`config.mk`:
```
export PLATFORM = sky130hd
export DESIGN_NAME = lock_monitor
export DESIGN_NICKNAME = d
export VERILOG_FILES = /design/src/rtl/lock_monitor_pkg.sv /design/src/rtl/sync_2ff.sv /design/src/rtl/lock_monitor.sv
export SDC_FILE = /design/constraint.sdc
export NUM_CORES = 1
export LEC_CHECK = 0
export BUFFER_PORTS_ARGS = -buffer_cell sky130_fd_sc_hd__buf_2
export CORE_MARGIN = 2
export CORE_UTILIZATION = 51
export CTS_BUF_LIST = sky130_fd_sc_hd__clkbuf_8
export DETAILED_ROUTE_END_ITERATION = 10
export PLACE_DENSITY = 0.81
export SETUP_SLACK_MARGIN = 0.05
export SYNTH_ARGS = -nofsm -noshare
export SYNTH_HDL_FRONTEND = slang
export SYNTH_HIERARCHICAL = 1
export SYNTH_SLANG_ARGS = --single-unit
```
`constraint.sdc`:
```
create_clock -name safe_clk -period 2.44 [get_ports safe_clk]
set_input_delay 0.244 -clock safe_clk [delete_from_list [all_inputs] [get_ports safe_clk]]
set_output_delay 0.244 -clock safe_clk [all_outputs]
set_load 0.03 [all_outputs]
```
`src/rtl/lock_monitor_pkg.sv`:
```
// rtl/lock_monitor_pkg.sv - state encoding and shared widths for the lock monitor
package lock_monitor_pkg;

  typedef enum logic [1:0] {
    WAIT_LOCK = 2'd0,
    QUALIFY   = 2'd1,
    LOCKED    = 2'd2,
    LOST      = 2'd3
  } lm_state_e;

  localparam int LOST_CNT_W = 8;
  localparam logic [LOST_CNT_W-1:0] LOST_CNT_MAX = '1;

endpackage

```
`src/rtl/sync_2ff.sv`:
```
// rtl/sync_2ff.sv - two-flop synchronizer for a single asynchronous bit
module sync_2ff (
  input  logic i_clk,
  input  logic i_rst_n,
  input  logic i_d,
  output logic o_q
);

  logic r_meta;
  logic r_sync;

  always_ff @(posedge i_clk or negedge i_rst_n) begin
    if (!i_rst_n) begin
      r_meta <= 1'b0;
      r_sync <= 1'b0;
    end else begin
      r_meta <= i_d;
      r_sync <= r_meta;
    end
  end

  assign o_q = r_sync;

endmodule

```
`src/rtl/lock_monitor.sv`:
```
// rtl/lock_monitor.sv - qualifies MMCM lock, counts lock losses, drives status LED
module lock_monitor
  import lock_monitor_pkg::*;
#(
  parameter int STABLE_CYCLES = 1000,
  parameter int BLINK_HALF    = 250000
) (
  input  logic                  safe_clk,
  input  logic                  safe_reset_n,
  input  logic                  locked_async,
  input  logic                  clr_count,
  output logic                  lock_ok,
  output logic                  lost_pulse,
  output logic [LOST_CNT_W-1:0] lost_count,
  output logic                  status_led,
  output logic [1:0]            state_dbg
);

  localparam int QCNT_W = $clog2(STABLE_CYCLES);
  localparam int BCNT_W = $clog2(BLINK_HALF);
  localparam logic [QCNT_W-1:0] QCNT_LAST = QCNT_W'(STABLE_CYCLES - 1);
  localparam logic [BCNT_W-1:0] SLOW_LAST = BCNT_W'(BLINK_HALF - 1);
  localparam logic [BCNT_W-1:0] FAST_LAST = BCNT_W'(BLINK_HALF / 4 - 1);

  logic                  w_locked_s;
  lm_state_e             r_state;
  lm_state_e             w_state_nxt;
  logic                  w_loss;
  logic                  w_state_chg;
  logic                  w_blink_wrap;
  logic [LOST_CNT_W-1:0] w_cnt_base;
  logic [QCNT_W-1:0]     r_qcnt;
  logic [BCNT_W-1:0]     r_bcnt;
  logic                  r_ever_locked;
  logic                  r_lock_ok;
  logic                  r_lost_pulse;
  logic                  r_led;
  logic [LOST_CNT_W-1:0] r_lost_cnt;

  sync_2ff u_sync (
    .i_clk   (safe_clk),
    .i_rst_n (safe_reset_n),
    .i_d     (locked_async),
    .o_q     (w_locked_s)
  );

  always_ff @(posedge safe_clk or negedge safe_reset_n) begin
    if (!safe_reset_n) r_state <= WAIT_LOCK;
    else               r_state <= w_state_nxt;
  end

  // A failed qualification returns to wherever it came from and is never a loss.
  always_comb begin
    w_state_nxt = r_state;
    w_loss      = 1'b0;
    case (r_state)
      WAIT_LOCK: if (w_locked_s) w_state_nxt = QUALIFY;
      QUALIFY: begin
        if (!w_locked_s)               w_state_nxt = r_ever_locked ? LOST : WAIT_LOCK;
        else if (r_qcnt == QCNT_LAST)  w_state_nxt = LOCKED;
      end
      LOCKED: begin
        if (!w_locked_s) begin
          w_state_nxt = LOST;
          w_loss      = 1'b1;
        end
      end
      LOST:    if (w_locked_s) w_state_nxt = QUALIFY;
      default: w_state_nxt = WAIT_LOCK;
    endcase
  end

  assign w_state_chg  = (w_state_nxt != r_state);
  assign w_blink_wrap = (r_state == QUALIFY) ? (r_bcnt == FAST_LAST) : (r_bcnt == SLOW_LAST);
  assign w_cnt_base   = clr_count ? '0 : r_lost_cnt;

  always_ff @(posedge safe_clk or negedge safe_reset_n) begin
    if (!safe_reset_n) begin
      r_qcnt <= '0;
    end else if (w_state_chg) begin
      r_qcnt <= '0;
    end else if (r_state == QUALIFY && w_locked_s && r_qcnt != QCNT_LAST) begin
      r_qcnt <= r_qcnt + 1'b1;
    end
  end

  // Every blinking state starts lit with a fresh half-period.
  always_ff @(posedge safe_clk or negedge safe_reset_n) begin
    if (!safe_reset_n) begin
      r_bcnt <= '0;
      r_led  <= 1'b0;
    end else if (w_state_chg) begin
      r_bcnt <= '0;
      r_led  <= (w_state_nxt != WAIT_LOCK);
    end else if (r_state == QUALIFY || r_state == LOST) begin
      if (w_blink_wrap) begin
        r_bcnt <= '0;
        r_led  <= ~r_led;
      end else begin
        r_bcnt <= r_bcnt + 1'b1;
      end
    end
  end

  always_ff @(posedge safe_clk or negedge safe_reset_n) begin
    if (!safe_reset_n) begin
      r_ever_locked <= 1'b0;
      r_lock_ok     <= 1'b0;
      r_lost_pulse  <= 1'b0;
      r_lost_cnt    <= '0;
    end else begin
      if (w_state_nxt == LOCKED) r_ever_locked <= 1'b1;
      r_lock_ok    <= (w_state_nxt == LOCKED);
      r_lost_pulse <= w_loss;
      if (w_loss) r_lost_cnt <= (w_cnt_base == LOST_CNT_MAX) ? LOST_CNT_MAX : w_cnt_base + 1'b1;
      else        r_lost_cnt <= w_cnt_base;
    end
  end

  assign lock_ok    = r_lock_ok;
  assign lost_pulse = r_lost_pulse;
  assign lost_count = r_lost_cnt;
  assign status_led = r_led;
  assign state_dbg  = r_state;

endmodule

```
=== Yosys cells after proc, flatten, opt, wreduce, memory -nomap -nowiden ===
Cells that the tools add are included.

* Register bits: 44
* Input bits: 4
* Output and inout port bits: 13
* Word-level logic and storage cells: 54

* $add $sub $neg: 3
* Equal/unequal tests: 10
* Muxes and demuxes: 20
* Bitwise gates (word level): 1
* Reductions and logical operators: 10

{| class="wikitable"
|+ Operators with widths
! operator !! count
|-
| $mux 18 || 3
|-
| $mux 8 || 3
|-
| $mux 10 || 2
|-
| $add 18x1->18 const B || 1
|-
| $eq 18x16->1 const B || 1
|-
| $eq 18x18->1 const B || 1
|-
| $add 10x1->10 const B || 1
|-
| $eq 10x10->1 const B || 1
|-
| $mux 2 || 5
|-
| $ne 10x10->1 const B || 1
|-
| $add 8x1->8 const B || 1
|-
| $eq 8x8->1 const B || 1
|-
| $reduce_bool 2->1 || 4
|-
| $eq 2x2->1 const B || 3
|-
| $mux 1 || 6
|-
| $pmux 2 s3 || 1
|-
| $eq 2x1->1 const B || 1
|-
| $logic_and 1x1->1 || 2
|-
| $logic_not 2->1 || 1
|-
| $ne 2x2->1 || 1
|-
| $reduce_and 2->1 || 1
|-
| $reduce_or 2->1 || 1
|-
| $logic_or 1x1->1 || 1
|-
| $not 1->1 || 1
|}

=== Logic depth before layout (Yosys ltp) ===
* Depth in word-level cells: 7
* Mapped depth: 10

=== Hierarchy ===
The synthesis kept the hierarchy.

{| class="wikitable"
|+ By module, submodules not included
! module !! times used !! cells an instance !! area an instance (µm²) !! seq. area each (µm²)
|-
| lock_monitor || 1 || 268 || 2506.2 || 1051.0
|-
| sync_2ff || 1 || 2 || 50.0 || 50.0
|}

=== Worst setup path before layout ===
Ideal clock, no wire load.

* Path type: reg2reg
* From: reg r_state[1] (netlist: state_dbg[1])
* To: reg r_bcnt[10]
* Library setup time: 126 ps
* Arrival: 2078 ps
* Required time: 2314 ps
* Setup slack: 236 ps
* Cell stages (with the launch flop): 9
* Buffers on the path: 2
* Period minus slack after synthesis: 2204 ps
* Cells stage by stage: dfrtp_1 -> inv_1 -> ha_1 -> nor4b_1 -> or4_1 -> o211ai_2 -> buf_4 -> buf_4 -> nor2_1

* Word-level cells in the longest chain between the ends: 5

{| class="wikitable"
|+ RTL lines
! what !! line !! text
|-
| from (decl) || lock_monitor.sv:26 || <nowiki>lm_state_e r_state;</nowiki>
|-
| from (signal assigned) || lock_monitor.sv:49 || <nowiki>else r_state <= w_state_nxt;</nowiki>
|-
| $eq 2x2->1, or another cell as far along || lock_monitor.sv:56, lock_monitor.sv:95 ||
|-
| $reduce_or 2->1 (no line), or another cell as far along || -- ||
|-
| $pmux 2 s3 / $mux 18 (equally long branches) || lock_monitor.sv:56, lock_monitor.sv:96 ||
|-
| $ne 2x2->1 / $mux 18 (equally long branches) || lock_monitor.sv:73, lock_monitor.sv:95 ||
|-
| $mux 18 / $reduce_bool 2->1 (equally long branches) || -- ||
|-
| to (signal assigned) || lock_monitor.sv:100 || <nowiki>r_bcnt <= r_bcnt + 1'b1;</nowiki>
|-
| to (decl) || lock_monitor.sv:33 || <nowiki>logic [BCNT_W-1:0] r_bcnt;</nowiki>
|}

Several ways; a longest one is shown, not always the timed one. The select of a mux whose other input is x is not followed.
A chain may end at the register's enable or synchronous reset.

=== Worst setup path in the final report ===
* From: reg r_state[0] (netlist: state_dbg[0])
* To: reg r_led (netlist: status_led)

* Word-level cells in the longest chain between the ends: 6

{| class="wikitable"
|+ RTL lines
! what !! line !! text
|-
| $eq 2x2->1, or another cell as far along || lock_monitor.sv:56, lock_monitor.sv:95 ||
|-
| $reduce_or 2->1 (no line) / $mux 2 (equally long branches) || -- ||
|-
| $pmux 2 s3 || lock_monitor.sv:56 || <nowiki>case (r_state)</nowiki>
|-
| $ne 2x2->1 || lock_monitor.sv:73 || <nowiki>assign w_state_chg = (w_state_nxt != r_state);</nowiki>
|-
| $reduce_bool 2->1 (no line) || -- ||
|-
| $reduce_and 2->1 (no line) || -- ||
|-
| to (signal assigned) || lock_monitor.sv:94 || <nowiki>r_led <= (w_state_nxt != WAIT_LOCK);</nowiki>
|-
| to (signal assigned) || lock_monitor.sv:98 || <nowiki>r_led <= ~r_led;</nowiki>
|-
| to (decl) || lock_monitor.sv:37 || <nowiki>logic r_led;</nowiki>
|}

Several ways; a longest one is shown, not always the timed one.

==> impl_metrics.tcl <==
set metrics [dict create \
    status "completed" \
    crit_fanout 26 \
    clock.fmax_mhz 462 \
    synthDistinctLibCells 59 \
    cp_top_family "simple AND/OR/NAND/NOR gates" \
    yosysWarnings 6 \
    ff2ff_setup_slack_ns 0.28 \
    hold_path_depth 1 \
    wl_per_cell_um 14.5 \
    yosysSeqAreaShare_pct 43.1 \
    core-area_um2 4790 \
    tns_ns 0 \
    drcViolationCount 0 \
    setup-violations-final 0 \
    h-tree-depth 2 \
    post-route-min-period_ns 2.16 \
    min_to "u_sync/r_meta" \
    cpMaxStageDelayCell "dfrtp_1" \
    grt_pass1_wl_mm 8.90 \
    synthesis.nets 280 \
    numCtsBuffers 5 \
    chipWidth_um 74.8 \
    netlist_area_um2 2560 \
    critPathArrivalTime_ns 2.39 \
    netlist_instances 270 \
    grt_max_degree 45 \
    fin_util_pct 58.0 \
    worst_pin_slew_ns 0.975 \
    cts_tree "built" \
    yosys_most_used_dff "dfrtp_1" \
    r2r_start "state_dbg[0]" \
    max_stage_delay_ns 0.51 \
    grt_pass1_vias 1954 \
    initial_utilization_pct 53.4 \
    drt-total-wl_mm 5.14 \
    cts_setup_buffers 0 \
    clock_sinks 44 \
    dieArea_um2 5590 \
    diodes 0 \
    clockBufferDepth 2 \
    grt_use_total_pct 21.0 \
    clk_latency_ns 0.31 \
    dr.pass1.iters 5 \
    crit_path_end_kind "flip-flop" \
    final_cells 354 \
    rsz0062_at_grt "no" \
    cts_hold_buffers 0 \
    r2r-end "status_led" \
    drive_gt1_share_pct 15.0 \
    crit_chain "ha_1 > nor4b_1 > or4_1 > o211ai_2 > buf_12 > mux2i_1" \
    vias 2045 \
    timing.slew.headroom_pct 35.0 \
    die_h_um 74.8 \
    power_leakage_nw 1.23 \
    pre_cts_ws_ns 0.296 \
    synth-edff-count 0 \
    hp-class "input pin to flip-flop" \
    nNetsFinal 296 \
    async_flop_share_pct 100 \
    clk_pin_slew_ns 0.09 \
    worst_slack_ns 0.277 \
    ir_drop_uv 510 \
    globalplace.congestion 0.899 \
    first_iter_violations 163 \
    criticalPathCategory "flip-flop to flip-flop" \
    r2r.worst_path.cells 6 \
    final-hold-violation-count 0 \
    synth_seq_cells 44 \
    grt_overflow 0 \
    area_growth_pct 8.66 \
    post_cts_resized 0 \
    antenna_found_initial 0 \
    synth_area_per_cell_um2 9.47 \
    dp_cells 346 \
    viasPerCell 5.78 \
    powerDensity_nw_per_um2 717 \
    fin_crit_sh_pct 88.6 \
    portBuffers 16 \
    drtAntennaViolNets 0 \
    dpl.hpwl_mm 3.55 \
    ioPinCount 17 \
    rows 25 \
    critPathRequiredTime_ns 2.67 \
    fin_skew_ns 0.00962 \
    cap_violations 0 \
    cp_num_buf_inv 1 \
    cts_root_buffer "clkbuf_8" \
    startpoint_type "flip-flop" \
    maxSlewViolCount 0 \
    min_from "locked_async" \
]
## routing by layer
metal | track usage (%) | wire [µm]
met1 | 27.4 | 2380
met4 | 8.13 | 68
met3 | 3.75 | 225
met5 | 0 | 0
met2 | 34.8 | 2470
## report_power, final
group	internal, mW	switching [mW]
combinational	0.243	0.424
sequential	0.780	0.0722
clock	0.203	0.270
## registers in the layout (all words and copies together) (netlist names)
name / count
lost_pulse: 1
lost_count: 8
r_bcnt: 18
u_sync/o_q: 1
u_sync/r_meta: 1
state_dbg: 2
status_led: 1
lock_ok: 1
r_qcnt: 10
r_ever_locked: 1
## cell type report
class / count / area (µm²)
Multi-Input combinational cell: 209 / 1360
Tap cell: 67 / 83.8
Fill cell: 421 / 2010
Timing Repair Buffer: 20 / 123
Clock inverter: 3 / 23.8
Inverter: 6 / 22.5
Sequential cell: 44 / 1100
Clock buffer: 5 / 68.8
## Yosys cell counts (3+ instances only)
cell type  count  area [µm²]
and3_1         4        25.0
nand2b_1       4        25.0
a21oi_1       14        70.1
o21ai_0        8        40.0
buf_4          3        22.5
xor2_1         9        78.8
ha_1           6        75.1
xnor2_1        9        78.8
inv_1          5        18.8
buf_6          3        33.8
a31oi_1        5        31.3
dfrtp_1       44        1100
and4_1         4        35.0
nor2_1        29         109
nand4_1       10        62.6
a311oi_1       5        43.8
nand3_1        9        45.0
mux2i_1        4        40.0
nand2_1       32         120
a21o_1         3        22.5
nor3_1         8        40.0
nor2b_1        9        56.3
## worst max-delay path by stage
stage | to | cells after the start | slack, ns | from
4_1_cts | r_bcnt[10] | 6 | 0.27 | state_dbg[0]
5_1_grt | r_bcnt[10] | 6 | 0.10 | state_dbg[0]
3_3_place_gp | r_bcnt[10] | 6 | 0.33 | state_dbg[0]
3_5_place_dp | r_bcnt[10] | 6 | 0.30 | state_dbg[0]
6_report | status_led | 6 | 0.28 | state_dbg[0]
2_1_floorplan | r_bcnt[10] | 8 | 0.24 | state_dbg[1]
## per-stage QoR
stage               hold slack [ns]  total power, mW  instance area [µm²]
detailed placement            0.348             1.54                 2680
CTS                          0.0386             2.01                 2780
global route                 0.0310             2.12                 2780
floorplan                   -0.0516             1.39                 2560
global placement              0.335             1.51                 2680
finish                       0.0422             1.99                 2780
## cell families (layout without fill, tap and decap cells)
kind of cell    after synthesis  in the layout  share of synthesized area (%)
simple gates                133            133                           29.2
compound gates               48             48                           13.1
flops                        44             44                           43.1
xor+xnor                     18             18                           6.17
buf+inv                      17             34                           3.96
fa+ha+maj                     6              6                           2.94
mux                           4              4                           1.57
## cells in the final DEF, fill, tap and decap left out, types with 2 or more instances in the layout
cell type and instances:
a311oi_1 5, buf_2 16, and4_1 4, a21o_1 2
a31oi_1 5, xor2_1 9, nand4_1 10, nor2b_1 9
inv_1 5, nand2_1 32, dfrtp_1 44, clkinvlp_4 2
ha_1 6, mux2i_1 4, nor3b_1 2, or3_1 2
and3_1 4, nand3_1 9, buf_4 3, o21ai_0 8
and4b_1 2, a21oi_1 14, clkbuf_8 5, nor2_1 29
nand2b_1 4, nor3_1 8, xnor2_1 9, and2_1 2
Note: power is estimated with default switching activity, not from simulation.
